--- src/rtl/nibble_serial_subtractor_if.sv ---
// Handshake and data bundle for the nibble-serial subtractor.
// The requester drives START and the operands; the subtractor drives the status and result.
`timescale 1ns/1ps
interface nibble_serial_subtractor_if #(parameter int WIDTH = 8);
  logic             START;
  logic [WIDTH-1:0] A;
  logic [WIDTH-1:0] B;
  logic             BIN;
  logic             BUSY;
  logic             DONE;
  logic [WIDTH-1:0] D;
  logic             BOUT;
  logic             Z;

  modport master (output START, A, B, BIN, input BUSY, DONE, D, BOUT, Z);
  modport slave  (input START, A, B, BIN, output BUSY, DONE, D, BOUT, Z);
endinterface

--- src/rtl/nibble_serial_subtractor.sv ---
// Multi-cycle subtractor: D = A - B - BIN, one 4-bit slice per clock, LSB nibble first.
// Each slice is a 4-bit add-with-carry run as A + ~B + ~borrow.
//
//   state  | meaning
//   IDLE   | waiting for START
//   RUN    | one nibble processed per edge, result shifting into part_reg
//   DONE_S | one-cycle DONE pulse; START here begins the next operation
`timescale 1ns/1ps
module nibble_serial_subtractor #(
  parameter int WIDTH = 8
) (
  input  logic                    CLK,
  input  logic                    CLR_N,
  nibble_serial_subtractor_if.slave bus
);

  localparam int NIBBLES = WIDTH / 4;
  localparam int CW      = (NIBBLES > 1) ? $clog2(NIBBLES) : 1;
  localparam logic [CW-1:0] LAST_CNT = CW'(NIBBLES - 1);

  localparam logic [1:0] IDLE   = 2'd0;
  localparam logic [1:0] RUN    = 2'd1;
  localparam logic [1:0] DONE_S = 2'd2;

  logic [1:0]       state;
  logic [WIDTH-1:0] a_reg;
  logic [WIDTH-1:0] b_reg;
  logic [WIDTH-1:0] part_reg;
  logic [WIDTH-1:0] d_reg;
  logic             borrow;
  logic             bout_reg;
  logic             z_reg;
  logic [CW-1:0]    cnt;

  logic [4:0]       sum5;
  logic [WIDTH-1:0] result;

  // Operands shift right every RUN edge, so the active slice is always bits [3:0].
  always_comb begin
    sum5 = {1'b0, a_reg[3:0]} + {1'b0, ~b_reg[3:0]} + {4'b0000, ~borrow};
  end

  generate
    if (WIDTH == 4) begin : g_single
      always_comb result = sum5[3:0];
    end else begin : g_multi
      always_comb result = {sum5[3:0], part_reg[WIDTH-1:4]};
    end
  endgenerate

  always_ff @(posedge CLK or negedge CLR_N) begin
    if (!CLR_N) begin
      state    <= IDLE;
      a_reg    <= '0;
      b_reg    <= '0;
      part_reg <= '0;
      d_reg    <= '0;
      borrow   <= 1'b0;
      bout_reg <= 1'b0;
      z_reg    <= 1'b0;
      cnt      <= '0;
    end else begin
      case (state)
        IDLE, DONE_S: begin
          if (bus.START) begin
            a_reg    <= bus.A;
            b_reg    <= bus.B;
            borrow   <= bus.BIN;
            part_reg <= '0;
            cnt      <= '0;
            state    <= RUN;
          end else begin
            state <= IDLE;
          end
        end
        RUN: begin
          a_reg    <= a_reg >> 4;
          b_reg    <= b_reg >> 4;
          borrow   <= ~sum5[4];
          part_reg <= result;
          cnt      <= cnt + 1'b1;
          if (cnt == LAST_CNT) begin
            d_reg    <= result;
            bout_reg <= ~sum5[4];
            z_reg    <= (result == '0);
            cnt      <= '0;
            state    <= DONE_S;
          end
        end
        default: state <= IDLE;
      endcase
    end
  end

  assign bus.BUSY = (state == RUN);
  assign bus.DONE = (state == DONE_S);
  assign bus.D    = d_reg;
  assign bus.BOUT = bout_reg;
  assign bus.Z    = z_reg;

endmodule

--- src/flat_wrapper.sv ---
// flat-port wrapper written by rule: the top's interface ports become plain ports
module nibble_serial_subtractor_flat 
#(
  parameter int WIDTH = 8
)
  (CLK, CLR_N, bus_START, bus_A, bus_B, bus_BIN, bus_BUSY, bus_DONE, bus_D, bus_BOUT, bus_Z);
  nibble_serial_subtractor_if #(.WIDTH(WIDTH)) bus_i ();
  input  logic CLK;
  input  logic CLR_N;
  input wire logic [$bits(bus_i.START)-1:0] bus_START;
  input wire logic [$bits(bus_i.A)-1:0] bus_A;
  input wire logic [$bits(bus_i.B)-1:0] bus_B;
  input wire logic [$bits(bus_i.BIN)-1:0] bus_BIN;
  output wire logic [$bits(bus_i.BUSY)-1:0] bus_BUSY;
  output wire logic [$bits(bus_i.DONE)-1:0] bus_DONE;
  output wire logic [$bits(bus_i.D)-1:0] bus_D;
  output wire logic [$bits(bus_i.BOUT)-1:0] bus_BOUT;
  output wire logic [$bits(bus_i.Z)-1:0] bus_Z;
  assign bus_i.START = bus_START;
  assign bus_i.A = bus_A;
  assign bus_i.B = bus_B;
  assign bus_i.BIN = bus_BIN;
  assign bus_BUSY = bus_i.BUSY;
  assign bus_DONE = bus_i.DONE;
  assign bus_D = bus_i.D;
  assign bus_BOUT = bus_i.BOUT;
  assign bus_Z = bus_i.Z;
  nibble_serial_subtractor #(.WIDTH(WIDTH)) u_core (.CLK(CLK), .CLR_N(CLR_N), .bus(bus_i));
endmodule
--- config.mk ---
export PLATFORM = sky130hd
export DESIGN_NAME = nibble_serial_subtractor_flat
export DESIGN_NICKNAME = d
export VERILOG_FILES = /design/src/rtl/nibble_serial_subtractor_if.sv /design/src/rtl/nibble_serial_subtractor.sv /design/src/flat_wrapper.sv
export SDC_FILE = /design/constraint.sdc
export NUM_CORES = 1
export LEC_CHECK = 0
export ABC_AREA = 1
export CELL_PAD_IN_SITES_DETAIL_PLACEMENT = 0
export CELL_PAD_IN_SITES_GLOBAL_PLACEMENT = 2
export CORE_MARGIN = 3
export CORE_UTILIZATION = 29
export DETAILED_ROUTE_END_ITERATION = 8
export GPL_ROUTABILITY_DRIVEN = 0
export PLACE_DENSITY = 0.73
export SLEW_MARGIN = 20
export SYNTH_ARGS = -nofsm -noshare
export SYNTH_HDL_FRONTEND = slang
export SYNTH_SLANG_ARGS = --single-unit
--- constraint.sdc ---
create_clock -name CLK -period 2.1 [get_ports CLK]
set_clock_uncertainty 0.2 [all_clocks]
set_input_delay 0.525 -clock CLK [delete_from_list [all_inputs] [get_ports CLK]]
set_output_delay 0.525 -clock CLK [all_outputs]
set_load 0.005 [all_outputs]
=== Word-level counts from Yosys, hierarchy flattened ===
Cells that the tools add are included.

* $add $sub $neg: 3
* Multipliers: 0
* Div/mod/pow operators: 0
* $lt $le $gt $ge: 0
* Equal/unequal tests: 4
* Shifts and indexed selects: 0
* Mux-type cells: 14
* Bitwise logic cells: 3
* Reduce and logical (&&, ||, !) cells: 6

{| class="wikitable"
|+ Operator list
! cell !! number
|-
| case mux 8 bit (2 select lines) || 3
|-
| 2-to-1 mux 8 bit || 3
|-
| zero test 8 bit || 1
|-
| adder 4 x 4 -> 5 bit || 1
|-
| adder 5 x 1 -> 5 bit || 1
|-
| 2-to-1 mux 1 bit || 4
|-
| inverter 4 bit || 1
|-
| case mux 1 bit (2 select lines) || 2
|-
| case mux 2 bit (2 select lines) || 1
|-
| AND reduction 2 bit || 2
|-
| == test 2 x 1 -> 1 bit (second input constant) || 1
|-
| == test 2 bit (second input constant) || 1
|-
| zero test 2 bit || 1
|-
| 2-to-1 mux 2 bit || 1
|-
| != test 2 x 1 -> 1 bit (second input constant) || 1
|-
| != test 2 bit (second input constant) || 1
|-
| inverter 1 bit || 2
|-
| nonzero test 2 bit || 1
|-
| OR reduction 2 bit || 1
|-
| adder 1 bit (second input constant) || 1
|}

* Register bits: 38
* Bits in latches: 0
* Memory bits (writable): 0
* Bits in read-only memories: 0
* Input bits: 20
* Output and inout bits: 12
* Memories kept: 0

=== Logic depth before layout (Yosys ltp) ===
Gate-level depths: netlist of run 1.

* Depth after elaboration: 5
* Gate-level depth with buffers: 10
* Depth with buffers taken out: 10

=== Least setup slack after synthesis of run 1 ===
No wires, ideal clock.

* Path kind: reg-to-reg
* From: reg u_core.borrow
* To: reg u_core.z_reg (netlist: u_core.bus.Z)
* Setup time: 0.065 ns
* Data arrival time: 1.672 ns
* Setup slack: 0.163 ns
* Stages on the path, launching flop included: 10
* Buffers on the path: 0
* Period minus slack after synthesis: 1.937 ns
* Path through: dfrtp_1 -> fa_1 -> fa_1 -> inv_1 -> nand2_1 -> nand2_1 -> nand3_1 -> nor2_1 -> nand2_1 -> nand2_1

* Word-level cells in the longest chain between the ends: 3

{| class="wikitable"
|+ Ends and longest elaborated chain
! item !! line !! RTL
|-
| start, declared || nibble_serial_subtractor.sv:30 || <nowiki>logic borrow;</nowiki>
|-
| start signal, assigned || nibble_serial_subtractor.sv:68 || <nowiki>borrow <= bus.BIN;</nowiki>
|-
| start signal, assigned || nibble_serial_subtractor.sv:79 || <nowiki>borrow <= ~sum5[4];</nowiki>
|-
| inverter 1 bit || nibble_serial_subtractor.sv:40 || <nowiki>sum5 = {1'b0, a_reg[3:0]} + {1'b0, ~b_reg[3:0]} + {4'b0000, ~borrow};</nowiki>
|-
| adder 5 x 1 -> 5 bit || nibble_serial_subtractor.sv:40 ||
|-
| zero test 8 bit || nibble_serial_subtractor.sv:85 || <nowiki>z_reg <= (result == '0);</nowiki>
|-
| end signal, assigned || nibble_serial_subtractor.sv:85 ||
|-
| end, declared || nibble_serial_subtractor.sv:32 || <nowiki>logic z_reg;</nowiki>
|}

No other way between the ends.
A chain may end at the register's enable or synchronous reset.

=== Final worst setup path of run 1 ===
* From: reg u_core.b_reg[0]
* To: reg u_core.z_reg (netlist: u_core.bus.Z)

* Word-level cells in the longest chain between the ends: 4

{| class="wikitable"
|+ Ends and longest elaborated chain
! item !! line !! RTL
|-
| start, declared || nibble_serial_subtractor.sv:27 || <nowiki>logic [WIDTH-1:0] b_reg;</nowiki>
|-
| start signal, assigned || nibble_serial_subtractor.sv:67 || <nowiki>b_reg <= bus.B;</nowiki>
|-
| start signal, assigned || nibble_serial_subtractor.sv:78 || <nowiki>b_reg <= b_reg >> 4;</nowiki>
|-
| inverter 4 bit || nibble_serial_subtractor.sv:40 ||
|-
| adder 4 x 4 -> 5 bit || nibble_serial_subtractor.sv:40 ||
|-
| adder 5 x 1 -> 5 bit || nibble_serial_subtractor.sv:40 ||
|-
| zero test 8 bit || nibble_serial_subtractor.sv:85 ||
|}

No other way between the ends.

==> results of run 1 <==
[through the flow]
| stage | std cells | power (µW) | hold slack (ns) |
|---|---|---|---|
| global placement | 276 | 3100 | 0.265 |
| CTS | 284 | 3650 | 0.285 |
| detailed placement | 276 | 3130 | 0.268 |
| global route | 284 | 3960 | 0.307 |
| floorplan | 171 | 2520 | 0.0294 |
| finish | 284 | 3600 | 0.280 |
[synthesized netlist by cell type (3+ instances only)]
cell type | count | area, µm²
dfrtp_1 | 34 | 851
nand2_1 | 34 | 128
inv_1 | 23 | 86.3
o21ai_2 | 20 | 175
nand3_1 | 16 | 80.1
nor2_1 | 7 | 26.3
buf_6 | 3 | 33.8
ha_1 | 3 | 37.5
inv_2 | 3 | 11.3
nand2_4 | 3 | 33.8
nor3_1 | 3 | 15.0
o211ai_2 | 3 | 37.5
o21ai_0 | 3 | 15.0
[per-layer routing]
| layer | vias up | share of wire [%] |
|---|---|---|
| li1 | 634 | - |
| met1 | 580 | 47 |
| met2 | 32 | 46 |
| met3 | 6 | 5.7 |
| met4 | 0 | 1.4 |
| met5 | - | 0 |
[power groups by stage]
stage | registers [µW] | clock network (µW) | logic, µW
2_1_floorplan | 1100 | 0 | 1420
3_3_place_gp | 1110 | 0 | 1990
3_5_place_dp | 1130 | 0 | 2000
4_1_cts | 1120 | 518 | 2010
5_1_grt | 1150 | 549 | 2270
6_report | 1110 | 497 | 1990
[worst max-delay path, cell delays in order (launching register included)]
cell	delay, ns
dfrtp_1	0.42
fa_2	0.38
fa_1	0.38
inv_1	0.08
nand2_1	0.06
nand2_2	0.07
nand3_1	0.08
nor2_1	0.09
nand2_1	0.06
nand2_1	0.05
[placed cells by master (no fill, tap or decap)]
cell / instances
nand3b_1: 2
nand2_4: 3
nor3_1: 3
clkbuf_8: 6
nand3_1: 16
o21ai_2: 20
clkbuf_1: 1
clkdlybuf4s50_1: 29
o211ai_1: 2
inv_2: 4
ha_1: 3
a21oi_1: 2
inv_1: 22
o22ai_1: 2
clkinv_2: 1
o21a_1: 1
o22ai_2: 1
o21ai_0: 3
nor2_8: 1
nand2_1: 33
nor2_1: 7
buf_4: 8
dlymetal6s2s_1: 2
dfrtp_1: 34
o211ai_2: 3
fa_1: 1
nand2_2: 1
fa_2: 1
[area by class of cell]
cell class                      count  area [µm²]  area share (%)
Clock buffer                        7        86.3            3.94
Clock inverter                      1        5.00           0.228
Inverter                           26        97.6            4.45
Multi-Input combinational cell    105         686            31.3
Sequential cell                    34         851            38.8
Tap cell                           72        90.1            4.11
Timing Repair Buffer               39         375            17.1
[final timing paths]
path	slack, ns	end	cells past startpoint	startpoint
min	0.28	u_core.bus.D[4]$_DFFE_PN0P_	2	u_core.bus.D[4]$_DFFE_PN0P_
max reg2reg	0.17	u_core.bus.Z$_DFFE_PN0P_	9	u_core.b_reg[0]$_DFFE_PN0P_
min reg2reg	0.28	u_core.bus.D[4]$_DFFE_PN0P_	2	u_core.bus.D[4]$_DFFE_PN0P_
max	0.17	u_core.bus.Z$_DFFE_PN0P_	9	u_core.b_reg[0]$_DFFE_PN0P_
max in group asynchronous	0.93	u_core.a_reg[4]$_DFFE_PN0P_	2	CLR_N
min in group asynchronous	0.45	u_core.a_reg[3]$_DFFE_PN0P_	2	CLR_N
[logic make-up (layout without fill, tap and decap cells)]
kind of cell / count (synthesis) / in the layout / share of synthesized area (%)
AND/OR/NAND/NOR: 66 / 66 / 18.9
AO/OA/AOI/OAI: 34 / 34 / 17.0
flip-flops: 34 / 34 / 50.6
buffers and inverters: 32 / 73 / 8.86
adder cells (fa/ha/maj): 5 / 5 / 4.62
[repair_timing]
item,4_1_cts,5_1_grt
pin swaps,0,1
resized for setup,1,4
endpoints found under the setup margin,1,4
==> impl_metrics.yaml, run 1 <==
clock_tree:
  htreeDepth: 2
  cts_tree: "yes"
  insertion_delay_ns: 0.28
  clkSlewWorstSetupHoldPaths_ns: 0.07
  post_cts_buffers: 0
  cts_root_buffer: "clkbuf_8"
  cts_hold_buffers: 0
  cts_buffers: 5
  clock_path_buffers: 2
  cts.sinks: 34
global_route:
  grt_util_all_layers_pct: 12.0
  grt_antenna_before_repair: 0
  grt_pass1_vias: 1316
  grt_busiest_layer: "met2"
  gr-usage-met2_pct: 19.4
  grt_max_degree: 35
  grt_overflow: 0
  use_met3_pct: 3.90
  use_met1_pct: 14.8
  grt_first_pass_wirelength_um: 6020
route:
  dr_total_vias: 1252
  drc: 0
  first_iter_violations: 44
  wl_um: 3430
  wl_per_cell_um: 12.1
  vias_per_cell: 4.41
  ant_nets: 0
  drt-pass1-iter-count: 4
run_status:
  status: "completed"
die:
  fp-row-count: 27
  io_pins: 32
  dieArea_mm2: 0.00674
  dieWidth_um: 82.1
  die_h_um: 82.1
  initial_core_util_pct: 30.1
  coreArea_mm2: 0.00557
finish:
  final_core_util_pct: 39.3
  fill_cells: 577
  drive_above_1_share_pct: 23.1
  syn_to_final_growth_pct: 30.4
  n_antenna_cell: 0
  postLayoutCellArea_mm2: 0.00219
  finalNetCount: 236
synth:
  synth_cell_types: 23
  ys_seq_area_share_pct: 50.6
  synthCells: 171
  synth_nets: 196
  ys_ff_latch: 34
  syn-cell-area_mm2: 0.00168
  ys.flop_type: "dfrtp_1"
  syn_area_per_cell_um2: 9.83
  synth-edff-count: 0
  yosys_warnings: 0
  postSynth.asyncResetShare_pct: 100
timing:
  fin_tns_setup_ns: 0
  finalHoldViolCount: 0
  rsz0062_at_grt: "false"
  fin_ws_ns: 0.165
  drv_slew: 0
  relSlewSlack_pct: 70.2
  fmax_ghz: 0.517
  worstMarginPinSlew_ns: 0.447
  finalSetupViolations: 0
  finalCritPeriodShare_pct: 92.1
  finalCriticalPeriod_ns: 1.93
setup_path:
  critical_path_class: "reg2reg"
  cp-end-kind: "flop"
  worstPathMaxFanout: 2
  worstPathArrival_ns: 1.96
  cp.required_ns: 2.12
  start_kind: "flop"
pwr:
  p_clk_share_pct: 13.8
  power.leakage_uw: 0.00105
  p_sw_share_pct: 41.8
  p_int_uw: 2090
  combPwrFrac_pct: 55.2
  seqPwrFrac_pct: 30.9
  power_switching_uw: 1510
  vdd_drop_max_mv: 0.482
  power_density_mw_per_mm2: 1640
placed_design:
  pre_cts_ws_ns: 0.0900
  io_buffers: 31
  placed_area_mm2: 0.00209
  hpwl_um: 2550
run:
  maxCapViolations: 0
min_path:
  hp-class: "reg2reg"
Note: power is estimated with default switching activity, not from simulation.
==> run 2: changes to the inputs <==
Settings changed: CTS_BUF_LIST from default to sky130_fd_sc_hd__clkbuf_4 sky130_fd_sc_hd__clkbuf_8 sky130_fd_sc_hd__clkbuf_16.
==> impl_metrics.yaml, run 2 (same netlist as run 1, synthesis figures left out) <==
run_status:
  status: "completed"
timing:
  finalCritPeriodShare_pct: 92.1
  finalHoldViolCount: 0
  worstMarginPinSlew_ns: 0.447
  finalSetupViolations: 0
  fin_tns_setup_ns: 0
  rsz0062_at_grt: "false"
  relSlewSlack_pct: 70.2
  finalCriticalPeriod_ns: 1.93
  holdWs_ns: 0.280
  drv_slew: 0
  fmax_ghz: 0.517
clock_tree:
  insertion_delay_ns: 0.28
  clkSlewWorstSetupHoldPaths_ns: 0.07
  cts_buffers: 5
  clock_path_buffers: 2
  cts_root_buffer: "clkbuf_8"
  post_cts_buffers: 0
  htreeDepth: 2
  cts_tree: "yes"
  cts.sinks: 34
global_route:
  grt_max_degree: 35
  grt_pass1_vias: 1316
  grt_overflow: 0
  grt_first_pass_wirelength_um: 6020
  grt_antenna_before_repair: 0
  grt_util_all_layers_pct: 12.0
setup_path:
  setup.worst_path.end: "u_core.bus.Z$_DFFE_PN0P_"
  worstPathMaxFanout: 2
  path_buf_inv: 1
  critical_path_class: "reg2reg"
  crit_cells: 9
  crit_path_top_delay_cell: "dfrtp_1"
  r2r_cells: 9
  critPathTopFamily: "adder cells"
  start_kind: "flop"
  reg2reg_from: "u_core.b_reg[0]$_DFFE_PN0P_"
  r2r_slack_ns: 0.17
  critPathLaunch: "u_core.b_reg[0]$_DFFE_PN0P_"
  worstPathArrival_ns: 1.96
  cp-end-kind: "flop"
  max_stage_delay_ns: 0.42
  crit_top_cell: "nand2_1"
  crit_chain: "fa_2, fa_1, inv_1, nand2_1, nand2_2, nand3_1, nor2_1, nand2_1, nand2_1"
  cp.required_ns: 2.12
  r2r_end: "u_core.bus.Z$_DFFE_PN0P_"
route:
  drt-pass1-iter-count: 4
  first_iter_violations: 43
  ant_nets: 0
  vias_per_cell: 4.40
  drc: 0
  wl_per_cell_um: 12.1
  dr_total_vias: 1251
  wl_um: 3430
pwr:
  power.leakage_uw: 0.00105
  power_density_mw_per_mm2: 1650
  vdd_drop_max_mv: 0.482
run:
  maxCapViolations: 0
die:
  io_pins: 32
  coreArea_mm2: 0.00557
  dieWidth_um: 82.1
  dieArea_mm2: 0.00674
  fp-row-count: 27
  die_h_um: 82.1
  initial_core_util_pct: 30.1
finish:
  final_common_cell: "dfrtp_1"
  syn_to_final_growth_pct: 30.6
  drive_above_1_share_pct: 23.6
  mostFrequentLayoutCells: "34 x dfrtp_1, 33 x nand2_1, 29 x clkdlybuf4s50_1"
  finalNetCount: 236
  n_antenna_cell: 0
placed_design:
  io_buffers: 31
  hpwl_um: 2550
min_path:
  hp-class: "reg2reg"
==> run 2: cell counts in the layout (fill, tap and decap cells not counted) <==
No cell type changed its count.
==> run 2: final cells by class <==
class	instances	area, µm²
Timing Repair Buffer	39	375
Clock buffer	7	90.1
Sequential cell	34	851
Multi-Input combinational cell	105	686
Fill cell	577	3380
Inverter	26	97.6
Tap cell	72	90.1
Clock inverter	1	5.00
==> run 2: layer usage <==
layer | wire length [µm] | global-route usage, %
met4 | 49 | 4.49
met3 | 195 | 3.90
met5 | 0 | 0
met2 | 1580 | 19.4
met1 | 1600 | 14.8
==> run 2: where the power goes <==
part | total, µW | internal (µW) | switching, µW | leakage, µW
sequential | 1110 | 967 | 146 | 0.000424
clock | 510 | 277 | 233 | 0.0000517
combinational | 1990 | 862 | 1130 | 0.000575
total | 3610 | 2110 | 1510 | 0.00105
==> run 2: what timing repair did <==
item                       in CTS  in global routing
gates resized for setup         1                  4
pin swaps                       0                  1
hold buffers                    0                  0
cloned                          0                  0
setup endpoints to repair       1                  4
==> run 2: worst min-delay path by stage <==
stage                           startpoint                          end  depth (start not counted)
3_3_place_gp   u_core.bus.D[2]$_DFFE_PN0P_  u_core.bus.D[2]$_DFFE_PN0P_                          2
6_report       u_core.bus.D[4]$_DFFE_PN0P_  u_core.bus.D[4]$_DFFE_PN0P_                          2
4_1_cts        u_core.bus.D[3]$_DFFE_PN0P_  u_core.bus.D[3]$_DFFE_PN0P_                          2
2_1_floorplan                        CLR_N  u_core.a_reg[0]$_DFFE_PN0P_                          0
3_5_place_dp   u_core.bus.D[3]$_DFFE_PN0P_  u_core.bus.D[3]$_DFFE_PN0P_                          2
5_1_grt        u_core.bus.D[1]$_DFFE_PN0P_  u_core.bus.D[1]$_DFFE_PN0P_                          2
==> run 2: per-stage QoR <==
| step | area (µm²) | instances | utilization [%] | worst slack, ns | power, µW |
|---|---|---|---|---|---|
| after floorplan | 1680 | 171 | - | 0.163 | 2520 |
| after global placement | 2090 | 276 | 37.5 | 0.105 | 3100 |
| after detailed placement | 2090 | 276 | 37.5 | 0.0900 | 3130 |
| after CTS | 2180 | 284 | 39.2 | 0.0182 | 3660 |
| after global routing | 2190 | 284 | 39.4 | 0.00278 | 3970 |
| final | 2190 | 284 | 39.4 | 0.166 | 3610 |
==> run 2: worst min-delay path: stages, from the launching register on <==
cell     delay, ns
dfrtp_1       0.34
nand2_1       0.06
o21ai_2       0.05
